## config.mk

```make
export PLATFORM = sky130hd
export DESIGN_NAME = matvec_mac_seq
export DESIGN_NICKNAME = d
export VERILOG_FILES = /design/src/rtl/matvec_pkg.sv /design/src/rtl/fp_mac_unit.sv /design/src/rtl/matvec_mac_seq.sv
export SDC_FILE = /design/constraint.sdc
export NUM_CORES = 2
export LEC_CHECK = 0
export BUFFER_PORTS_ARGS = -buffer_cell sky130_fd_sc_hd__buf_2
export CAP_MARGIN = 20
export CORE_ASPECT_RATIO = 1.2
export CORE_MARGIN = 5
export CORE_UTILIZATION = 53
export CTS_CLUSTER_SIZE = 30
export DETAILED_ROUTE_END_ITERATION = 10
export PLACE_DENSITY_LB_ADDON = 0.08
export REMOVE_ABC_BUFFERS = 1
export SLEW_MARGIN = 20
export SYNTH_ARGS = -nofsm -noshare
export SYNTH_HDL_FRONTEND = slang
export SYNTH_SLANG_ARGS = --single-unit
export TNS_END_PERCENT = 5
```

## constraint.sdc

```tcl
create_clock -name clk -period 58.2 [get_ports clk]
set_input_delay 5.82 -clock clk [delete_from_list [all_inputs] [get_ports clk]]
set_output_delay 5.82 -clock clk [all_outputs]
set_load 0.01 [all_outputs]
```

## src/rtl/matvec_pkg.sv

```systemverilog
// Shared types and constants for the sequential matrix-vector MAC block.
package matvec_pkg;

  typedef enum logic [1:0] {IDLE, CALC, DONE} state_t;

  localparam int EXC_W = 5;
  localparam int RM_W  = 3;

  localparam logic [RM_W-1:0] RM_RNE = 3'd0;
  localparam logic [RM_W-1:0] RM_RTZ = 3'd1;
  localparam logic [RM_W-1:0] RM_RDN = 3'd2;
  localparam logic [RM_W-1:0] RM_RUP = 3'd3;
  localparam logic [RM_W-1:0] RM_RMM = 3'd4;

  // Flag order {invalid, div-by-zero, overflow, underflow, inexact}
  localparam logic [EXC_W-1:0] FL_NV = 5'b10000;
  localparam logic [EXC_W-1:0] FL_OF = 5'b00100;
  localparam logic [EXC_W-1:0] FL_UF = 5'b00010;
  localparam logic [EXC_W-1:0] FL_NX = 5'b00001;

  function automatic int word_w(input int exp_width, input int mant_width);
    return exp_width + mant_width;
  endfunction

endpackage

```

## src/rtl/fp_mac_unit.sv

```systemverilog
// Combinational multiply-then-add step: sum = first ? a*b : acc + a*b, each rounded.
// Subnormal operands are treated as zero and underflowing results flush to signed zero.
module fp_mac_unit import matvec_pkg::*; #(
  parameter int exp_width  = 8,
  parameter int mant_width = 24,
  localparam int W = word_w(exp_width, mant_width)
) (
  input  logic [W-1:0]     a,
  input  logic [W-1:0]     b,
  input  logic [W-1:0]     acc,
  input  logic             first,
  input  logic [RM_W-1:0]  round_mode,
  output logic [W-1:0]     sum,
  output logic [EXC_W-1:0] exc
);

  localparam int EW   = exp_width;
  localparam int MW   = mant_width;
  localparam int F    = MW - 1;
  localparam int EMAX = (1 << EW) - 1;
  localparam int BIAS = (1 << (EW - 1)) - 1;
  localparam logic [EXC_W-1:0] NOFL = '0;
  localparam logic [W-1:0] QNAN = {1'b0, {EW{1'b1}}, 1'b1, {(F-1){1'b0}}};

  typedef logic signed [EW+1:0] exp_t;

  // sig = {hidden, fraction, guard}; st = OR of all lower bits
  function automatic logic [EXC_W+W-1:0] round_pack(input logic s, input exp_t e,
      input logic [MW:0] sig, input logic st, input logic [RM_W-1:0] rm);
    logic [MW:0] m;
    logic inc, nx;
    exp_t er;
    nx = sig[0] | st;
    case (rm)
      RM_RNE:  inc = sig[0] & (st | sig[1]);
      RM_RDN:  inc = s & nx;
      RM_RUP:  inc = !s & nx;
      RM_RMM:  inc = sig[0];
      default: inc = 1'b0;
    endcase
    m  = {1'b0, sig[MW:1]} + {{MW{1'b0}}, inc};
    er = e;
    if (m[MW]) begin
      m  = m >> 1;
      er = er + 1;
    end
    if (er >= exp_t'(EMAX)) begin
      if (rm == RM_RNE || rm == RM_RMM || (rm == RM_RUP && !s) || (rm == RM_RDN && s))
        return {FL_OF | FL_NX, s, {EW{1'b1}}, {F{1'b0}}};
      return {FL_OF | FL_NX, s, {(EW-1){1'b1}}, 1'b0, {F{1'b1}}};
    end
    if (er <= exp_t'(0)) return {FL_UF | FL_NX, s, {(W-1){1'b0}}};
    return {(nx ? FL_NX : NOFL), s, er[EW-1:0], m[F-1:0]};
  endfunction

  function automatic logic [EXC_W+W-1:0] fp_mul(input logic [W-1:0] x, input logic [W-1:0] y,
      input logic [RM_W-1:0] rm);
    logic [EW-1:0] ex, ey;
    logic [F-1:0] fx, fy;
    logic s, zx, zy, ix, iy, nx, ny, bad;
    logic [2*MW-1:0] p;
    exp_t e;
    ex = x[W-2 -: EW];  fx = x[F-1:0];
    ey = y[W-2 -: EW];  fy = y[F-1:0];
    s  = x[W-1] ^ y[W-1];
    zx = (ex == '0);  ix = (&ex) && (fx == '0);  nx = (&ex) && (fx != '0);
    zy = (ey == '0);  iy = (&ey) && (fy == '0);  ny = (&ey) && (fy != '0);
    bad = (ix & zy) | (zx & iy);
    if (nx | ny | bad)
      return {(bad | (nx & !fx[F-1]) | (ny & !fy[F-1])) ? FL_NV : NOFL, QNAN};
    if (ix | iy) return {NOFL, s, {EW{1'b1}}, {F{1'b0}}};
    if (zx | zy) return {NOFL, s, {(W-1){1'b0}}};
    p = (2*MW)'({1'b1, fx}) * (2*MW)'({1'b1, fy});
    e = exp_t'({2'b00, ex}) + exp_t'({2'b00, ey}) - exp_t'(BIAS);
    if (p[2*MW-1]) e = e + 1;
    else           p = p << 1;
    return round_pack(s, e, p[2*MW-1 -: MW+1], |p[MW-2:0], rm);
  endfunction

  function automatic logic [EXC_W+W-1:0] fp_add(input logic [W-1:0] x, input logic [W-1:0] y,
      input logic op, input logic [RM_W-1:0] rm);
    logic [EW-1:0] ex, ey, ea, eb, d;
    logic [F-1:0] fx, fy, fa, fb;
    logic sx, sy, sa, sb, zx, zy, ix, iy, nx, ny, bad;
    logic [2*MW+5:0] wide;
    logic [MW+3:0] ma, mb, sm;
    exp_t e;
    sx = x[W-1];        ex = x[W-2 -: EW];  fx = x[F-1:0];
    sy = y[W-1] ^ op;   ey = y[W-2 -: EW];  fy = y[F-1:0];
    zx = (ex == '0);  ix = (&ex) && (fx == '0);  nx = (&ex) && (fx != '0);
    zy = (ey == '0);  iy = (&ey) && (fy == '0);  ny = (&ey) && (fy != '0);
    bad = ix & iy & (sx != sy);
    if (nx | ny | bad)
      return {(bad | (nx & !fx[F-1]) | (ny & !fy[F-1])) ? FL_NV : NOFL, QNAN};
    if (ix) return {NOFL, x};
    if (iy) return {NOFL, sy, {EW{1'b1}}, {F{1'b0}}};
    if (zx & zy) return {NOFL, (rm == RM_RDN) ? (sx | sy) : (sx & sy), {(W-1){1'b0}}};
    if (zx) return {NOFL, sy, ey, fy};
    if (zy) return {NOFL, x};
    if ({ey, fy} > {ex, fx}) begin
      sa = sy; ea = ey; fa = fy; sb = sx; eb = ex; fb = fx;
    end else begin
      sa = sx; ea = ex; fa = fx; sb = sy; eb = ey; fb = fy;
    end
    d    = ea - eb;
    ma   = {2'b01, fa, 3'b000};
    wide = {1'b1, fb, 3'b000, {(MW+3){1'b0}}};
    wide = wide >> ((int'(d) > MW + 3) ? MW + 3 : int'(d));
    mb   = {1'b0, wide[2*MW+5 : MW+3]};
    mb[0] = mb[0] | (|wide[MW+2:0]);
    e = exp_t'({2'b00, ea});
    if (sa == sb) begin
      sm = ma + mb;
      if (sm[MW+3]) begin
        sm = {1'b0, sm[MW+3:2], sm[1] | sm[0]};
        e  = e + 1;
      end
    end else begin
      sm = ma - mb;
      if (sm == '0) return {NOFL, rm == RM_RDN, {(W-1){1'b0}}};
      for (int i = 0; i < MW + 3; i++) begin
        if (!sm[MW+2]) begin
          sm = sm << 1;
          e  = e - 1;
        end
      end
    end
    return round_pack(sa, e, sm[MW+2:2], |sm[1:0], rm);
  endfunction

  logic [EXC_W+W-1:0] mul_r, add_r;

  assign mul_r = fp_mul(a, b, round_mode);
  assign add_r = fp_add(acc, mul_r[W-1:0], 1'b0, round_mode);
  // First term of a row loads the product directly so a -0 product keeps its sign
  assign sum   = first ? mul_r[W-1:0] : add_r[W-1:0];
  assign exc   = mul_r[W +: EXC_W] | (first ? NOFL : add_r[W +: EXC_W]);

endmodule

```

## src/rtl/matvec_mac_seq.sv

```systemverilog
// Sequential FP matrix-vector multiply c = A*b on one time-multiplexed MAC.
// Define MATVEC_EXC_EN to add the sticky 'exceptions' output.
module matvec_mac_seq import matvec_pkg::*; #(
  parameter int exp_width  = 8,
  parameter int mant_width = 24,
  parameter int rows       = 2,
  parameter int cols       = 2,
  localparam int W = word_w(exp_width, mant_width)
) (
  input  logic                   clk,
  input  logic                   rst,
  input  logic                   in_valid,
  output logic                   in_ready,
  input  logic [rows*cols*W-1:0] a_flat,
  input  logic [cols*W-1:0]      b_flat,
  input  logic [RM_W-1:0]        round_mode,
  output logic                   out_valid,
  input  logic                   out_ready,
  output logic [rows*W-1:0]      c_flat
`ifdef MATVEC_EXC_EN
  ,
  output logic [EXC_W-1:0]       exceptions
`endif
);

  localparam int RW = (rows > 1) ? $clog2(rows) : 1;
  localparam int KW = (cols > 1) ? $clog2(cols) : 1;
  localparam logic [RW-1:0] R_LAST = RW'(rows - 1);
  localparam logic [KW-1:0] K_LAST = KW'(cols - 1);

  state_t state, state_nxt;
  logic [RW-1:0] r;
  logic [KW-1:0] k;
  logic [rows*cols*W-1:0] a_q;
  logic [cols*W-1:0] b_q;
  logic [RM_W-1:0] rm_q;
  logic [W-1:0] acc, a_op, b_op, mac_sum;
  logic accept, step, row_end, last;

  assign in_ready  = (state == IDLE) || (state == DONE && out_ready);
  assign accept    = in_valid && in_ready;
  assign step      = (state == CALC);
  assign row_end   = (k == K_LAST);
  assign last      = row_end && (r == R_LAST);
  assign out_valid = (state == DONE);

  assign a_op = a_q[(int'(r) * cols + int'(k)) * W +: W];
  assign b_op = b_q[int'(k) * W +: W];

  always_ff @(posedge clk or posedge rst) begin
    if (rst) state <= IDLE;
    else     state <= state_nxt;
  end

  always_comb begin
    state_nxt = state;
    case (state)
      IDLE:    if (accept) state_nxt = CALC;
      CALC:    if (last) state_nxt = DONE;
      DONE:    if (out_ready) state_nxt = in_valid ? CALC : IDLE;
      default: state_nxt = IDLE;
    endcase
  end

  always_ff @(posedge clk or posedge rst) begin
    if (rst) begin
      r <= '0;
      k <= '0;
    end else if (accept) begin
      r <= '0;
      k <= '0;
    end else if (step) begin
      if (row_end) begin
        k <= '0;
        r <= (r == R_LAST) ? '0 : r + 1'b1;
      end else begin
        k <= k + 1'b1;
      end
    end
  end

  // Job operands and running accumulator carry no reset; they are qualified by state
  always_ff @(posedge clk) begin
    if (accept) begin
      a_q  <= a_flat;
      b_q  <= b_flat;
      rm_q <= round_mode;
    end
    if (step) acc <= mac_sum;
  end

  always_ff @(posedge clk or posedge rst) begin
    if (rst)                  c_flat <= '0;
    else if (step && row_end) c_flat[int'(r) * W +: W] <= mac_sum;
  end

`ifdef MATVEC_EXC_EN
  logic [EXC_W-1:0] mac_exc;

  always_ff @(posedge clk or posedge rst) begin
    if (rst)         exceptions <= '0;
    else if (accept) exceptions <= '0;
    else if (step)   exceptions <= exceptions | mac_exc;
  end
`endif

  fp_mac_unit #(
    .exp_width  (exp_width),
    .mant_width (mant_width)
  ) u_mac (
    .a          (a_op),
    .b          (b_op),
    .acc        (acc),
    .first      (k == '0),
    .round_mode (rm_q),
    .sum        (mac_sum),
`ifdef MATVEC_EXC_EN
    .exc        (mac_exc)
`else
    .exc        ()
`endif
  );

endmodule

```

Word-level counts from Yosys, hierarchy flattened:

Index checks and enable logic that the tools add are counted.

* bits in registers: 295
* input bits: 199
* output and inout bits: 66
* logic and storage cells: 848

* $add $sub $neg: 42
* $mul: 1
* order comparisons: 6
* eq/ne operators: 10
* shift-type cells: 5
* multiplexer cells: 699
* bitwise gates (word level): 27
* reductions and logical operators: 50

Operator list (number)
* 2-to-1 mux 27 bit: 244
* 2-to-1 mux 10 bit: 260
* 2-to-1 mux 32 bit: 37
* 2-to-1 mux 23 bit: 16
* subtractor 10 x 2 -> 10 bit, second input constant: 26
* 2-to-1 mux 48 bit: 4
* variable part select 128 x 9 -> 32 bit: 1
* 2-to-1 mux 8 bit: 15
* 2-to-1 mux 1 bit: 116
* zero test 23 bit: 4
* nonzero test 23 bit: 4
* bitwise mux 64 bit: 1
* variable shift 32 x 33 -> 64 bit, first input constant: 1
* variable part select 32 x 33 -> 64 bit: 1
* variable part select 64 x 7 -> 32 bit: 1
* >> shifter 54 x 32 -> 54 bit: 1
* adder 24 x 1 -> 25 bit: 2
* multiplier 24 x 24 -> 48 bit: 1
* negator 6 -> 33 bit: 1
* zero test 8 bit: 4
* AND reduction 8 bit: 4
* > comparator 31 bit: 1
* adder 10 x 2 -> 10 bit, second input constant: 3
* adder 27 x 27 -> 28 bit: 1
* other kinds (37): 91

Logic depth before layout (Yosys ltp):

* depth in word-level cells: 389
* mapped depth: 202
* gate-level depth less buffers: 175

Modules after synthesis:

A second synthesis with hierarchy kept.

* cell total of the unflattened synthesis: 6721
* area total of the unflattened synthesis: 54896.4 µm²

By module, submodules not included
* fp_mac_unit: instances 1, cells each 6258, area each 44322.5 µm², sequential area each 0.0 µm²
* matvec_mac_seq: instances 1, cells each 463, area each 10573.9 µm², sequential area each 8518.2 µm²

Worst setup path before layout:

OpenSTA, ideal clock, no wires.

* path kind: reg2reg
* start: register k
* end: register c_flat[13]
* library setup time: 0.096 ns
* data arrival time: 37.194 ns
* data required time: 58.104 ns
* slack: 20.911 ns
* cell stages (with the launch flop): 182
* buffers on the path: 27
* period minus slack after synthesis: 37.289 ns
* cells stage by stage: dfrtp_1 -> clkbuf_1 -> clkbuf_1 -> buf_1 -> clkbuf_1 -> clkbuf_1 -> nand2_1 -> o21a_1 -> inv_1 -> clkbuf_1 -> nor2_1 -> fa_1 -> fa_1 -> inv_1 -> fa_1 -> inv_1 -> fa_1 -> inv_1 -> (+146 left out) -> nand2_1 -> nand2_1 -> ha_1 -> mux2i_1 -> o31ai_1 -> o21ai_0 -> ha_1 -> inv_1 -> nor2_1 -> nand3b_1 -> or4_1 -> nor3b_2 -> o21ai_1 -> and2_1 -> or4_4 -> buf_6 -> o221a_2 -> o31ai_1

* cells in the longest elaborated chain, start to end: 345
* elaborated cells on any way between the ends: 788
* classes of those cells: 39 x add/sub; 1 x mul; 6 x order compare; 2 x eq/ne; 4 x shift; 676 x mux; 27 x bitwise; 33 x reduce/logical

Ends and longest elaborated chain
* start: declaration: line matvec_mac_seq.sv:33 `logic [KW-1:0] k;`
* start signal: assignment: line matvec_mac_seq.sv:77 `k <= k + 1'b1;`
* adder 2 x 1 -> 3 bit: line matvec_mac_seq.sv:47 `assign a_op = a_q[(int'(r) * cols + int'(k)) * W +: W];`
* variable part select 128 x 9 -> 32 bit: line matvec_mac_seq.sv:47
* multiplier 24 x 24 -> 48 bit: line fp_mac_unit.sv:73 `p = (2*MW)'({1'b1, fx}) * (2*MW)'({1'b1, fy});`
* 2-to-1 mux 48 bit: line fp_mac_unit.sv:75 `if (p[2*MW-1]) e = e + 1;`
* 2-to-1 mux 48 bit: line fp_mac_unit.sv:73
* 2-to-1 mux 48 bit: line fp_mac_unit.sv:72 `if (zx | zy) return {NOFL, s, {(W-1){1'b0}}};`
* 2-to-1 mux 48 bit: line fp_mac_unit.sv:71 `if (ix | iy) return {NOFL, s, {EW{1'b1}}, {F{1'b0}}};`
* OR reduction 23 bit: line fp_mac_unit.sv:77 `return round_pack(s, e, p[2*MW-1 -: MW+1], |p[MW-2:0], rm);`
* (+329 left out)
* 2-to-1 mux 32 bit: line fp_mac_unit.sv:99 `if (zy) return {NOFL, x};`
* 2-to-1 mux 32 bit: line fp_mac_unit.sv:98 `if (zx) return {NOFL, sy, ey, fy};`
* 2-to-1 mux 32 bit: line fp_mac_unit.sv:97 `if (zx & zy) return {NOFL, (rm == RM_RDN) ? (sx | sy) : (sx & sy), {(W-1){1'b0}}};`
* 2-to-1 mux 32 bit: line fp_mac_unit.sv:96 `if (iy) return {NOFL, sy, {EW{1'b1}}, {F{1'b0}}};`
* 2-to-1 mux 32 bit: line fp_mac_unit.sv:95 `if (ix) return {NOFL, x};`
* 2-to-1 mux 32 bit: line fp_mac_unit.sv:136 `assign sum = first ? mul_r[W-1:0] : add_r[W-1:0];`
* variable part select 32 x 33 -> 64 bit: line matvec_mac_seq.sv:94 `else if (step && row_end) c_flat[int'(r) * W +: W] <= mac_sum;`
* bitwise mux 64 bit: line matvec_mac_seq.sv:94
* end signal: indexed assignment: line matvec_mac_seq.sv:94
* end: declaration: line matvec_mac_seq.sv:19 `output logic [rows*W-1:0] c_flat`

Parallel ways exist; a longest one is shown, timed or not. The select of a mux whose other input is x is not followed.
A chain may end at the register's enable or synchronous reset.

Worst setup path in the final report:

* start: register k
* end: register c_flat[47]

The elaborated chain is that of the path after synthesis.

==> results.yml <==
clock_tree:
  cts_made_buffers: 34
  path_clk_slew_ps: 60
  clock_latency_ps: 600
  cts_hold_buf: 0
  cts_sinks: 295
  htree_levels: 2
  clk_root_buffer_cell: "clkbuf_16"
  clock_path_buffers: 3
  cts_tree: "done"
  cts_setup_buffers: 0
  cts-resized-gates: 0
final_layout:
  nFillCells: 9782
  regArea_um2: 8520
  multiInputGateArea_um2: 41100
  post-route-util_pct: 56.6
  drive_above_1_share_pct: 11.3
  fin_nets: 7738
  area_growth_pct: 6.14
  fin_area_um2: 57500
logic_synthesis:
  async_flop_share_pct: 23.1
  synth_cell_types: 163
  netlist_instances: 6681
  yosysSeqAreaShare_pct: 15.7
  syn-cell-area_um2: 54200
  yosys_warnings: 0
  synth-edff-count: 227
  synth_top_flop_cell: "edfxtp_1"
  synth_area_per_cell_um2: 8.11
  synth_seq_cells: 295
setup_path:
  crit_top_cell: "ha_1"
  r2r_slack_ps: 15510
  required_ps: 58700
  critPathMaxStageDelay_ps: 1060
  rr_worst_depth: 163
  crit_path_top_delay_cell: "clkinv_1"
  crit_arrival_ps: 43190
  start_kind: "register"
  end_kind: "register"
  crit_path_start: "k$_DFFE_PP0P_"
  path_max_fanout: 56
  crit_type: "reg2reg"
  timing.rr.start: "k$_DFFE_PP0P_"
routing:
  num_vias: 52200
  viasPerCell: 6.40
  drcViolationCount: 0
  wl_um: 205000
  drtPass1Iterations: 8
  drtAntennaViolNets: 0
  drtIter0Drc: 4755
  wl_per_cell_um: 25.1
grt:
  met2_usage_pct: 62.8
  gr-usage-met3_pct: 4.71
  use_met1_pct: 44.1
  antenna_found_initial: 15
  grt_max_degree: 74
  busiest_layer: "met2"
  overflow: 0
  grt_pass1_wl_um: 313000
  grt_use_total_pct: 36.8
  grt_pass1_vias: 52000
place:
  dp_hpwl_um: 163000
  dpl-instance-area_um2: 56400
  place_congestion: 1.03
  port_buffers: 264
sta:
  finalCritPeriodShare_pct: 73.4
  min_period_ps: 42690
  drv_slew: 0
  maxSlewHeadroom_pct: 22.6
  worst_slew_pin_slew_ps: 1130
  hold_viol: 0
  finClkSkew_ps: 50.5
  rsz0062_at_grt: "false"
  tns_ps: 0
  setup_viol: 0
  clock.fmax_mhz: 23.4
  holdWs_ps: 474
floorplanning:
  core.rowCount: 128
  die_area_um2: 109000
  start_util_pct: 53.3
  io_pins: 265
  fp.coreArea_um2: 102000
  die_h_um: 360
  die_w_um: 302
run_status:
  status: "complete, no violations"
hold_path:
  whs_path_depth: 2
  min_path_type: "reg2reg"
  hp-start: "c_flat[27]$_DFFE_PP0P_"
job:
  maxCapViolCount: 0
## stage by stage
step	worst slack, ps	instances
2_1_floorplan	17860	6340
3_3_place_gp	16780	8086
3_5_place_dp	16120	8086
4_1_cts	15970	8148
5_1_grt	12650	8158
6_report	15510	8159
## path summary, 6_finish.rpt
check | to
setup / recovery | c_flat[47]$_DFFE_PP0P_
max in group asynchronous | k$_DFFE_PP0P_
hold / removal | c_flat[27]$_DFFE_PP0P_
setup reg to reg | c_flat[47]$_DFFE_PP0P_
hold reg to reg | c_flat[27]$_DFFE_PP0P_
min in group asynchronous | c_flat[46]$_DFFE_PP0P_
## synthesized netlist by cell type, types with 38 or more instances
| cell type | n | area share, % |
|---|---|---|
| nand3_1 | 145 | 1.3 |
| ha_1 | 298 | 6.9 |
| buf_2 | 40 | 0.37 |
| a21oi_1 | 383 | 3.5 |
| nand2_1 | 819 | 5.7 |
| and2_1 | 60 | 0.69 |
| nor2_1 | 700 | 4.9 |
| xnor2_1 | 188 | 3.0 |
| edfxtp_1 | 227 | 13 |
| o22ai_1 | 38 | 0.44 |
| o31ai_1 | 46 | 0.64 |
| mux2_2 | 67 | 1.4 |
| clkbuf_1 | 189 | 1.3 |
| nor4_1 | 66 | 0.76 |
| buf_4 | 39 | 0.54 |
| nor3_1 | 174 | 1.6 |
| xor2_1 | 83 | 1.3 |
| dfrtp_1 | 68 | 3.1 |
| o21ai_1 | 65 | 0.60 |
| o21ai_0 | 272 | 2.5 |
| mux2i_1 | 117 | 2.2 |
| inv_1 | 729 | 5.1 |
| nand2b_1 | 41 | 0.47 |
| or3_1 | 54 | 0.62 |
| a21o_1 | 58 | 0.80 |
| and3_1 | 68 | 0.79 |
| a211oi_1 | 47 | 0.65 |
| a31oi_1 | 76 | 0.88 |
| o211ai_1 | 74 | 1.0 |
| o21a_1 | 44 | 0.61 |
| nand4_1 | 83 | 0.96 |
| fa_1 | 484 | 18 |
## cell families (layout without fill, tap and decap cells)
logic type	count (synthesis)	count (layout)	synth area share, %
mux	200	200	4.14
compound gates	1595	1595	20.3
buf+inv	1090	1192	8.59
fa+ha+maj	783	783	24.8
xor+xnor	304	304	5.51
other cells	0	11	0
simple gates	2414	2414	20.9
flops	295	295	15.7
## critical path: cells and delay by family (launching register included)
kind            cells  cell delay, ps
mux                15            3730
compound gates     54           12540
flops               1             890
fa+ha+maj          35           11820
xor+xnor            2             700
simple gates       43            9110
buf+inv            14            3600
## layer usage
layer  share of wire (%)  wire length, um
met1                  37            75400
met2                  48            98600
met5               0.010               21
met4                 7.8            16000
met3                 7.2            14600
## final cells by class
cell class,instances,area share [%]
Clock buffer,47,1.69
Inverter,749,4.90
Clock inverter,15,0.192
Timing Repair Buffer,381,3.83
Sequential cell,295,14.8
Tap cell,1365,2.97
Antenna cell,11,0.0479
Multi-Input combinational cell,5296,71.5
## placed cells by master (no fill, tap or decap), types with 54 or more instances in the layout
cell type,n
or3_1,54
fa_1,484
inv_1,728
xnor2_1,188
o21ai_1,73
xor2_1,83
edfxtp_1,227
buf_4,117
nor2_1,700
mux2i_1,107
buf_2,264
dfrtp_1,66
and3_1,68
and2_1,59
a21o_1,58
a31oi_1,76
o21ai_0,261
nor3_1,169
nand3_1,144
o211ai_1,74
a21oi_1,380
ha_1,298
nor4_1,65
mux2_2,67
nand4_1,83
nand2_1,819
## registers in the layout, summed over array words and instances (netlist names)
| name | flops |
|---|---|
| c_flat | 64 |
| k | 1 |
| r | 1 |
| state | 2 |
| rm_q | 3 |
| acc | 32 |
| b_q | 64 |
| a_q | 128 |
Power is left out: the tool's default activity adds up to more than one toggle a clock period on the data nets, which glitch-free logic cannot reach.
